## src/rtl/fbmem_loader_ram.sv

```systemverilog
// Boot-time data memory for the FB-CPU: zero-fills itself, takes a program image
// over a valid/ready loader port, then serves the CPU RAM bus until the next reset.
//
// state | meaning
// CLEAR | sweep writes 0 to every word, CPU held
// LOAD  | loader port open, CPU held
// RUN   | CPU bus active, loader ignored (terminal)
module fbmem_loader_ram #(
  parameter int ADDRESS_WIDTH = 6,
  parameter int DATA_WIDTH    = 10,
  parameter int DEPTH         = 64
) (
  input  logic                     clk,
  input  logic                     rst,
  input  logic                     i_we,
  input  logic [ADDRESS_WIDTH-1:0] i_addr,
  input  logic [DATA_WIDTH-1:0]    i_ram_data_in,
  output logic [DATA_WIDTH-1:0]    o_ram_data_out,
  input  logic                     ld_valid,
  output logic                     ld_ready,
  input  logic [ADDRESS_WIDTH-1:0] ld_addr,
  input  logic [DATA_WIDTH-1:0]    ld_data,
  input  logic                     ld_last,
  output logic                     o_cpu_hold,
  output logic [ADDRESS_WIDTH:0]   o_load_count
);

  localparam int CNT_W = ADDRESS_WIDTH + 1;
  localparam logic [CNT_W-1:0]         CNT_MAX  = '1;
  localparam logic [CNT_W-1:0]         DEPTH_W  = CNT_W'(DEPTH);
  localparam logic [ADDRESS_WIDTH-1:0] CLR_LAST = ADDRESS_WIDTH'(DEPTH - 1);

  localparam logic [1:0] ST_CLEAR = 2'd0;
  localparam logic [1:0] ST_LOAD  = 2'd1;
  localparam logic [1:0] ST_RUN   = 2'd2;

  logic [DATA_WIDTH-1:0]    mem_q [DEPTH];

  logic [1:0]               state_q, state_d;
  logic [ADDRESS_WIDTH-1:0] clr_cnt_q, clr_cnt_d;
  logic [CNT_W-1:0]         load_cnt_q, load_cnt_d;
  logic [DATA_WIDTH-1:0]    rd_data_q, rd_data_d;

  logic                     mem_we;
  logic [ADDRESS_WIDTH-1:0] mem_waddr;
  logic [DATA_WIDTH-1:0]    mem_wdata;

  logic cpu_addr_ok;
  logic ld_addr_ok;

  assign cpu_addr_ok = {1'b0, i_addr} < DEPTH_W;
  assign ld_addr_ok  = {1'b0, ld_addr} < DEPTH_W;

  always_comb begin
    state_d    = state_q;
    clr_cnt_d  = clr_cnt_q;
    load_cnt_d = load_cnt_q;
    rd_data_d  = '0;
    case (state_q)
      ST_CLEAR: begin
        clr_cnt_d = clr_cnt_q + 1'b1;
        if (clr_cnt_q == CLR_LAST) begin
          clr_cnt_d = '0;
          state_d   = ST_LOAD;
        end
      end
      ST_LOAD: begin
        if (ld_valid) begin
          if (load_cnt_q != CNT_MAX) load_cnt_d = load_cnt_q + 1'b1;
          if (ld_last) state_d = ST_RUN;
        end
      end
      ST_RUN: begin
        // Read-first: sample the array before this edge's write lands.
        if (cpu_addr_ok) rd_data_d = mem_q[i_addr];
      end
      default: state_d = ST_CLEAR;
    endcase
  end

  always_comb begin
    mem_we    = 1'b0;
    mem_waddr = clr_cnt_q;
    mem_wdata = '0;
    case (state_q)
      ST_CLEAR: mem_we = 1'b1;
      ST_LOAD: begin
        if (ld_valid && ld_addr_ok) begin
          mem_we    = 1'b1;
          mem_waddr = ld_addr;
          mem_wdata = ld_data;
        end
      end
      ST_RUN: begin
        if (i_we && cpu_addr_ok) begin
          mem_we    = 1'b1;
          mem_waddr = i_addr;
          mem_wdata = i_ram_data_in;
        end
      end
      default: mem_we = 1'b0;
    endcase
  end

  always_ff @(posedge clk or negedge rst) begin
    if (!rst) begin
      state_q    <= ST_CLEAR;
      clr_cnt_q  <= '0;
      load_cnt_q <= '0;
      rd_data_q  <= '0;
    end else begin
      state_q    <= state_d;
      clr_cnt_q  <= clr_cnt_d;
      load_cnt_q <= load_cnt_d;
      rd_data_q  <= rd_data_d;
    end
  end

  // Array has no reset; the CLEAR sweep is its only initialisation.
  always_ff @(posedge clk) begin
    if (mem_we) mem_q[mem_waddr] <= mem_wdata;
  end

  assign ld_ready       = (state_q == ST_LOAD);
  assign o_cpu_hold     = (state_q != ST_RUN);
  assign o_load_count   = load_cnt_q;
  assign o_ram_data_out = rd_data_q;

endmodule
```

## config.mk

```make
export PLATFORM = sky130hd
export DESIGN_NAME = fbmem_loader_ram
export DESIGN_NICKNAME = d
export VERILOG_FILES = /design/src/rtl/fbmem_loader_ram.sv
export SDC_FILE = /design/constraint.sdc
export NUM_CORES = 1
export LEC_CHECK = 0
export BUFFER_PORTS_ARGS = -buffer_cell sky130_fd_sc_hd__clkbuf_2
export CORE_MARGIN = 2
export CORE_UTILIZATION = 40
export CTS_CLUSTER_SIZE = 24
export DETAILED_ROUTE_END_ITERATION = 16
export PLACE_DENSITY = 0.6
export SYNTH_ARGS = -nofsm -noshare
export SYNTH_HDL_FRONTEND = slang
export SYNTH_SLANG_ARGS = --single-unit
```

## constraint.sdc

```tcl
create_clock -name clk -period 8.55 [get_ports clk]
set_input_delay 1.71 -clock clk [delete_from_list [all_inputs] [get_ports clk]]
set_output_delay 1.71 -clock clk [all_outputs]
set_load 0.005 [all_outputs]
```

Word level (Yosys, flattened, before mapping)
Memory sizes are Yosys's and may differ from the RTL's.
Index checks and enable logic that the tools add are counted.
{ "classes": {"add_sub_neg": 2, "n_eq_ne": 8, "n_mux": 17, "n_bitwise": 1, "reduce_logical": 3} }
{ "ops": {"columns": ["op", "count"], "rows": [
  ["2-to-1 mux 10 bit", 3],
  ["one-hot mux 10 bit (2 select lines)", 1],
  ["2-to-1 mux 6 bit", 3],
  ["one-hot mux 6 bit (2 select lines)", 1],
  ["adder 7 x 1 -> 7 bit (second input constant)", 1],
  ["inequality test 7 bit (second input constant)", 1],
  ["adder 6 x 1 -> 6 bit (second input constant)", 1],
  ["equality test 6 bit (second input constant)", 1],
  ["2-to-1 mux 2 bit", 3],
  ["inequality test 2 bit (second input constant)", 3],
  ["one-hot mux 2 bit (3 select lines)", 1],
  ["2-to-1 mux 1 bit", 4],
  ["AND reduction 4 bit", 1],
  ["one-hot mux 1 bit (3 select lines)", 1],
  ["AND reduction 3 bit", 1],
  ["equality test 2 x 1 -> 1 bit (second input constant)", 1],
  ["equality test 2 bit (second input constant)", 1],
  ["zero test 2 bit", 1],
  ["inequality test 2 x 1 -> 1 bit (second input constant)", 1],
  ["NOT 1 bit", 1]
]} }
{ "word_totals": {"reg_bits": 25, "ramBits": 640, "in_bits": 37, "output_inout_bits": 19, "memories": 1} }
{ "memory_table": {"columns": ["name", "words", "width", "rd", "rd_ports_with_merged_regs", "wr", "line_no", "rtl"], "rows": [
  ["mem_q", 64, 10, 1, 0, 1, "37", "logic [DATA_WIDTH-1:0] mem_q [DEPTH];"]
]} }

Depth between registers and ports, before layout
{ "depth": {"word_depth": 4, "ltp_mapped": 10} }

Least setup slack after synthesis
Ideal clock, no wire load.
{ "synth_timing": {"path_type": "input port to flip-flop", "start": "input port i_we", "end": "memory mem_q[0][0] (data pin)", "arrival_time_ps": 3911, "required_time_ps": 8051, "path_slack_ps": 4139, "stages": 5, "path_buffers": 2, "cell_sequence": "and2_0 > clkbuf_1 > clkbuf_1 > a22oi_1 > nor2_1"} }
{ "synth_via": {"elab_chain_cells": 2} }
{ "synth_rtl": {"columns": ["item", "line_no", "rtl"], "rows": [
  ["start, declared", "15", "input logic i_we,"],
  ["2-to-1 mux 10 bit", "95", "if (i_we && cpu_addr_ok) begin"],
  ["one-hot mux 10 bit (2 select lines)", "85", "case (state_q)"],
  ["named net mem_wdata[0]", "46", "logic [DATA_WIDTH-1:0] mem_wdata;"],
  ["end, declared", "37", null]
]} }
The timed path passes the listed nets, and every way through them passes these cells.

Worst setup path in the final report
{ "layout_timing": {"start": "input port i_we", "end": "memory mem_q[1][0], enable pin"} }
{ "layout_via": {"elab_chain_cells": 4} }
{ "layout_rtl": {"columns": ["item", "line_no", "rtl"], "rows": [
  ["2-to-1 mux 1 bit", "95", null],
  ["one-hot mux 1 bit (3 select lines)", "85", null],
  ["2-to-1 mux 1 bit", "121", "if (mem_we) mem_q[mem_waddr] <= mem_wdata;"],
  ["2-to-1 mux 1 bit (implied by the code)", "121", null]
]} }
Several ways; a longest one is shown, not always the timed one.

==> flow_results.org <==
** Run status
- The run finished with clean final reports.

** Global route
- Met2 Use GR :: 29.5%
- For met1 alone, demand over resource in global routing was between 20% and 30%.
- The number of global-route vias before repair came to approximately 13000.
- Entering global routing, the biggest net connects around 110 pins.
- In the global route stage, overall resource usage came out at 18.5%.
- The total overflow left after global routing is 0.
- Global routing used 3.38% of the available met3 tracks.
- Most crowded layer after global routing :: met2
- Wire length of the first global-routing pass :: 89.9 mm
- Number of antenna violations at the first check in global routing :: 0

** Die
- The floorplan step defined a die boundary enclosing 0.0675 mm².
- For this configuration, the core starts out at a cell density of between 40% and 50%.
- From left edge to right edge, the die measures 260 µm.
- After floorplanning, the core was divided into 93 placement rows.
- Area inside the core boundary :: ~0.065 mm²
- DIE HEIGHT :: ~260 µm
- 56 I/O pins were placed.

** Detailed routing
- Number of vias per cell after detailed routing :: between 5 and 6
- Wirelength, routed :: 61.4 mm
- In the final routed layout, each cell accounts on average for 27.4 µm.
- In the routed design, unresolved DRC markers number 0.
- The count of nets left with antenna violations once routing finished came out at 0.
- Detailed Routing Iterations Pass 1 :: 7
- Vias :: approximately 13000
- The first routing iteration left ~1400 violations.

** Clock tree
- CTS clock-pin slew for the worst setup and hold paths :: 60 ps
- TritonCTS built the clock tree.
- Clock sink count :: 665
- Number of hold-repair buffers added at the cts stage :: 0
- Buffers inserted during clock tree synthesis total 69.
- The H-tree was split into 3 levels.
- At the later pin of the worst-skew pair, clock insertion delay measures roughly 600 ps.
- In this run, post-CTS repair resized a total of 0 instances.
- Post-CTS repair timing setup buffer count :: 0
- Clock tree synthesis selected as its root buffer the cell sky130_fd_sc_hd__clkbuf_16.
- Maximum buffer depth of the clock tree :: 3

** Placed design
- Input and output buffers added on the ports amount to 55.
- Routability-driven placement finished with a final weighted congestion of about 0.84.
- Detailed placement ended at an HPWL of between 30 and 40 mm.
- Once placement completed, the tool counted placed cells totaling about 2100.
- Placed cell areas :: 0.0274 mm²

** Cells and area
- Of the cells placed in the final design, the portion with a size suffix greater than 1 is around a quarter.
- Leading cell types in the layout, fill and taps excluded :: sky130_fd_sc_hd__edfxtp_1, sky130_fd_sc_hd__mux4_2, sky130_fd_sc_hd__clkbuf_16, sky130_fd_sc_hd__nor2_1, sky130_fd_sc_hd__clkbuf_2
- 0 antenna diodes ended up in the layout.
- For this run, the number of standard cells in the final layout without fillers is around 2200.
- Relative to the synthesized area, the layout overhead comes to 13.6%.
- The library cell used most frequently in the layout, excluding fill and tap cells, is sky130_fd_sc_hd__edfxtp_1.
- Once layout is done, the placed cells without fillers occupy 0.0297 mm².
- In the final design database the tool counted approximately 1400 nets.

** Timing
- Adding up every negative setup slack in the final design gives 0 ps.
- Derived from the worst setup path, the maximum achievable clock frequency is roughly 220 MHz.
- Transition time of the tightest slew-check pin :: between 1000 and 1500 ps
- Hold is met by 507 ps.
- Max-Slew Margin vs Limit :: approximately 15%
- The hold violation total from the final report came to 0.
- Across the routed clock network, the largest skew measured is between 15 and 20 ps.
- RSZ-0062 raised after global routing :: no
- The number of slew-limit violations in the final report is 0.
- Final worst-path cycle share :: a little over half
- For the finished layout, the period the worst path requires is ~4600 ps.
- Setup violations, final :: 0

** Setup path
- Max stage delay on crit path :: ~1100 ps
- Data arrives at the worst endpoint at roughly 4800 ps.
- The critical path goes through clkbuf_2 -> and2_0 -> o31ai_1 -> and3b_1 -> nand3_1 -> nor2_1.
- Counting both buffers and inverters, the worst setup path holds a total of 1.
- The slowest stage of the critical path belongs to the cell sky130_fd_sc_hd__nor2_1.
- Critical path capture point type :: flop
- Along the worst path, the maximum fanout reaches 14.
- For flop-to-flop paths, the worst setup slack is ~4200 ps.
- Category of cells accounting for the largest share of critical-path delay :: simple AND/OR/NAND/NOR gates
- Data required time of the worst path :: 8750 ps
- Category of the most critical setup path :: in2reg
- Critical Path Source Type :: input port

** Synth
- EDFF count, synth :: 640
- Syn Nets :: 1300
- The synthesized design devotes to its leading area cell type approximately three quarters of total area.
- In the synthesized netlist, the number of instances is 1256.
- A synthesized cell averages 20.8 µm².
- Sequential area share after synthesis :: 75.8%
- Primary flip-flop cell chosen by synthesis mapping :: sky130_fd_sc_hd__edfxtp_1
- Synthesis inferred approximately 670 register bits.
- Largest area contributor in the netlist :: sky130_fd_sc_hd__edfxtp_1
- In this run, distinct cell masters in the synthesized netlist total 54.
- After synthesis, the cell types taking the most area are sky130_fd_sc_hd__edfxtp_1, sky130_fd_sc_hd__mux4_2, sky130_fd_sc_hd__dfrtp_1.
- Synthesis Warnings :: 0
- In this run the cell area of the synthesized design comes to approximately 0.026 mm².
- Counting flops with an async set or reset pin after synthesis yields a share of roughly 3.8%.

** Power and ir drop
- Leakage power :: ~7.8 nW
- Highest ir drop seen on vdd :: around 0.00013 V
- Ratio of total power to cell area :: approximately 230 mW/mm²
- The design draws roughly 6.7 mW.

** Run
- Across the run, the number of max-cap violations was 0.

** Hold path
- The tightest min-delay check is of the reg2reg type.
## registers in the layout, summed over array words and instances, names as in the netlist
register        flops
clr_cnt_q           6
mem_q             640
o_load_count        7
o_ram_data_out     10
state_q             2
## worst paths after layout
| kind | start | to | cells after the start |
|---|---|---|---|
| max | i_we | mem_q[1][0] | 6 |
| min | o_load_count[6] | o_load_count[6] | 1 |
| max reg2reg | state_q[0] | mem_q[20][3] | 7 |
| min reg2reg | o_load_count[6] | o_load_count[6] | 1 |
| max in group asynchronous | rst | o_ram_data_out[6] | 1 |
| min in group asynchronous | rst | state_q[0] | 1 |
## layer usage
| layer | up-vias | wire, µm |
|---|---|---|
| li1 | 5409 | - |
| met1 | 6820 | 26400 |
| met2 | 481 | 29500 |
| met3 | 75 | 4240 |
| met4 | 0 | 1250 |
| met5 | - | 0 |
## Yosys cell counts (2+ instances only)
master and number:
sky130_fd_sc_hd__o21ai_1 2, sky130_fd_sc_hd__a21o_1 4, sky130_fd_sc_hd__nor2b_1 7, sky130_fd_sc_hd__nor2_1 79, sky130_fd_sc_hd__dfrtp_1 25, sky130_fd_sc_hd__ha_1 7, sky130_fd_sc_hd__buf_2 24, sky130_fd_sc_hd__nand3_1 17
sky130_fd_sc_hd__buf_1 2, sky130_fd_sc_hd__mux4_2 162, sky130_fd_sc_hd__nand2b_1 4, sky130_fd_sc_hd__a22oi_1 19, sky130_fd_sc_hd__nand3b_1 2, sky130_fd_sc_hd__o31ai_1 5, sky130_fd_sc_hd__nor2_2 6, sky130_fd_sc_hd__a21oi_1 17
sky130_fd_sc_hd__a22o_1 10, sky130_fd_sc_hd__nand2_1 26, sky130_fd_sc_hd__and3_1 3, sky130_fd_sc_hd__buf_6 2, sky130_fd_sc_hd__nor3_1 2, sky130_fd_sc_hd__a211oi_1 10, sky130_fd_sc_hd__clkbuf_1 25, sky130_fd_sc_hd__buf_4 14
sky130_fd_sc_hd__or3b_2 2, sky130_fd_sc_hd__or2_2 2, sky130_fd_sc_hd__nand4_1 4, sky130_fd_sc_hd__mux2i_1 36, sky130_fd_sc_hd__and2_1 6, sky130_fd_sc_hd__xnor2_1 6, sky130_fd_sc_hd__edfxtp_1 640, sky130_fd_sc_hd__mux2_2 7
sky130_fd_sc_hd__a221o_1 3, sky130_fd_sc_hd__o21ai_0 23, sky130_fd_sc_hd__a221oi_1 9, sky130_fd_sc_hd__inv_1 4, sky130_fd_sc_hd__o22ai_1 11, sky130_fd_sc_hd__or3_1 3, sky130_fd_sc_hd__o221ai_1 11
## worst reg2reg max path, stage by stage (launching register included)
cell and delay, ps:
sky130_fd_sc_hd__dfrtp_1 420, sky130_fd_sc_hd__inv_1 90, sky130_fd_sc_hd__ha_1 480, sky130_fd_sc_hd__inv_2 310, sky130_fd_sc_hd__or3_4 540, sky130_fd_sc_hd__a22oi_1 720
sky130_fd_sc_hd__nand3_1 500, sky130_fd_sc_hd__nor2_1 890
## metrics by stage
step | util (%) | setup slack [ps]
2_1_floorplan | - | 4140
3_3_place_gp | 42.4 | 3550
3_5_place_dp | 42.4 | 3460
4_1_cts | 46.0 | 4070
5_1_grt | 46.0 | 3820
6_report | 46.0 | 3940
## where the power goes
part	total, mW	switching (mW)	leakage (nW)	internal [mW]
sequential	3.52	0	4.79	3.52
combinational	0.131	0.0800	1.89	0.0511
clock	3.06	1.21	1.13	1.85
## area by class of cell
class / instances / area (µm²)
Tap cell: 855 / 1070
Fill cell: 5373 / 34900
Inverter: 6 / 22.5
Clock buffer: 84 / 1860
Timing Repair Buffer: 72 / 433
Multi-Input combinational cell: 518 / 6030
Sequential cell: 665 / 19800
Clock inverter: 41 / 470
## cells by family after synthesis
| logic type | synth area share, % |
|---|---|
| flops | 75.8 |
| mux | 15.6 |
| simple gates | 3.02 |
| compound gates | 3.53 |
| buf+inv | 1.42 |
| xor+xnor | 0.234 |
| fa+ha+maj | 0.335 |
(Power assumes the default switching activity.)
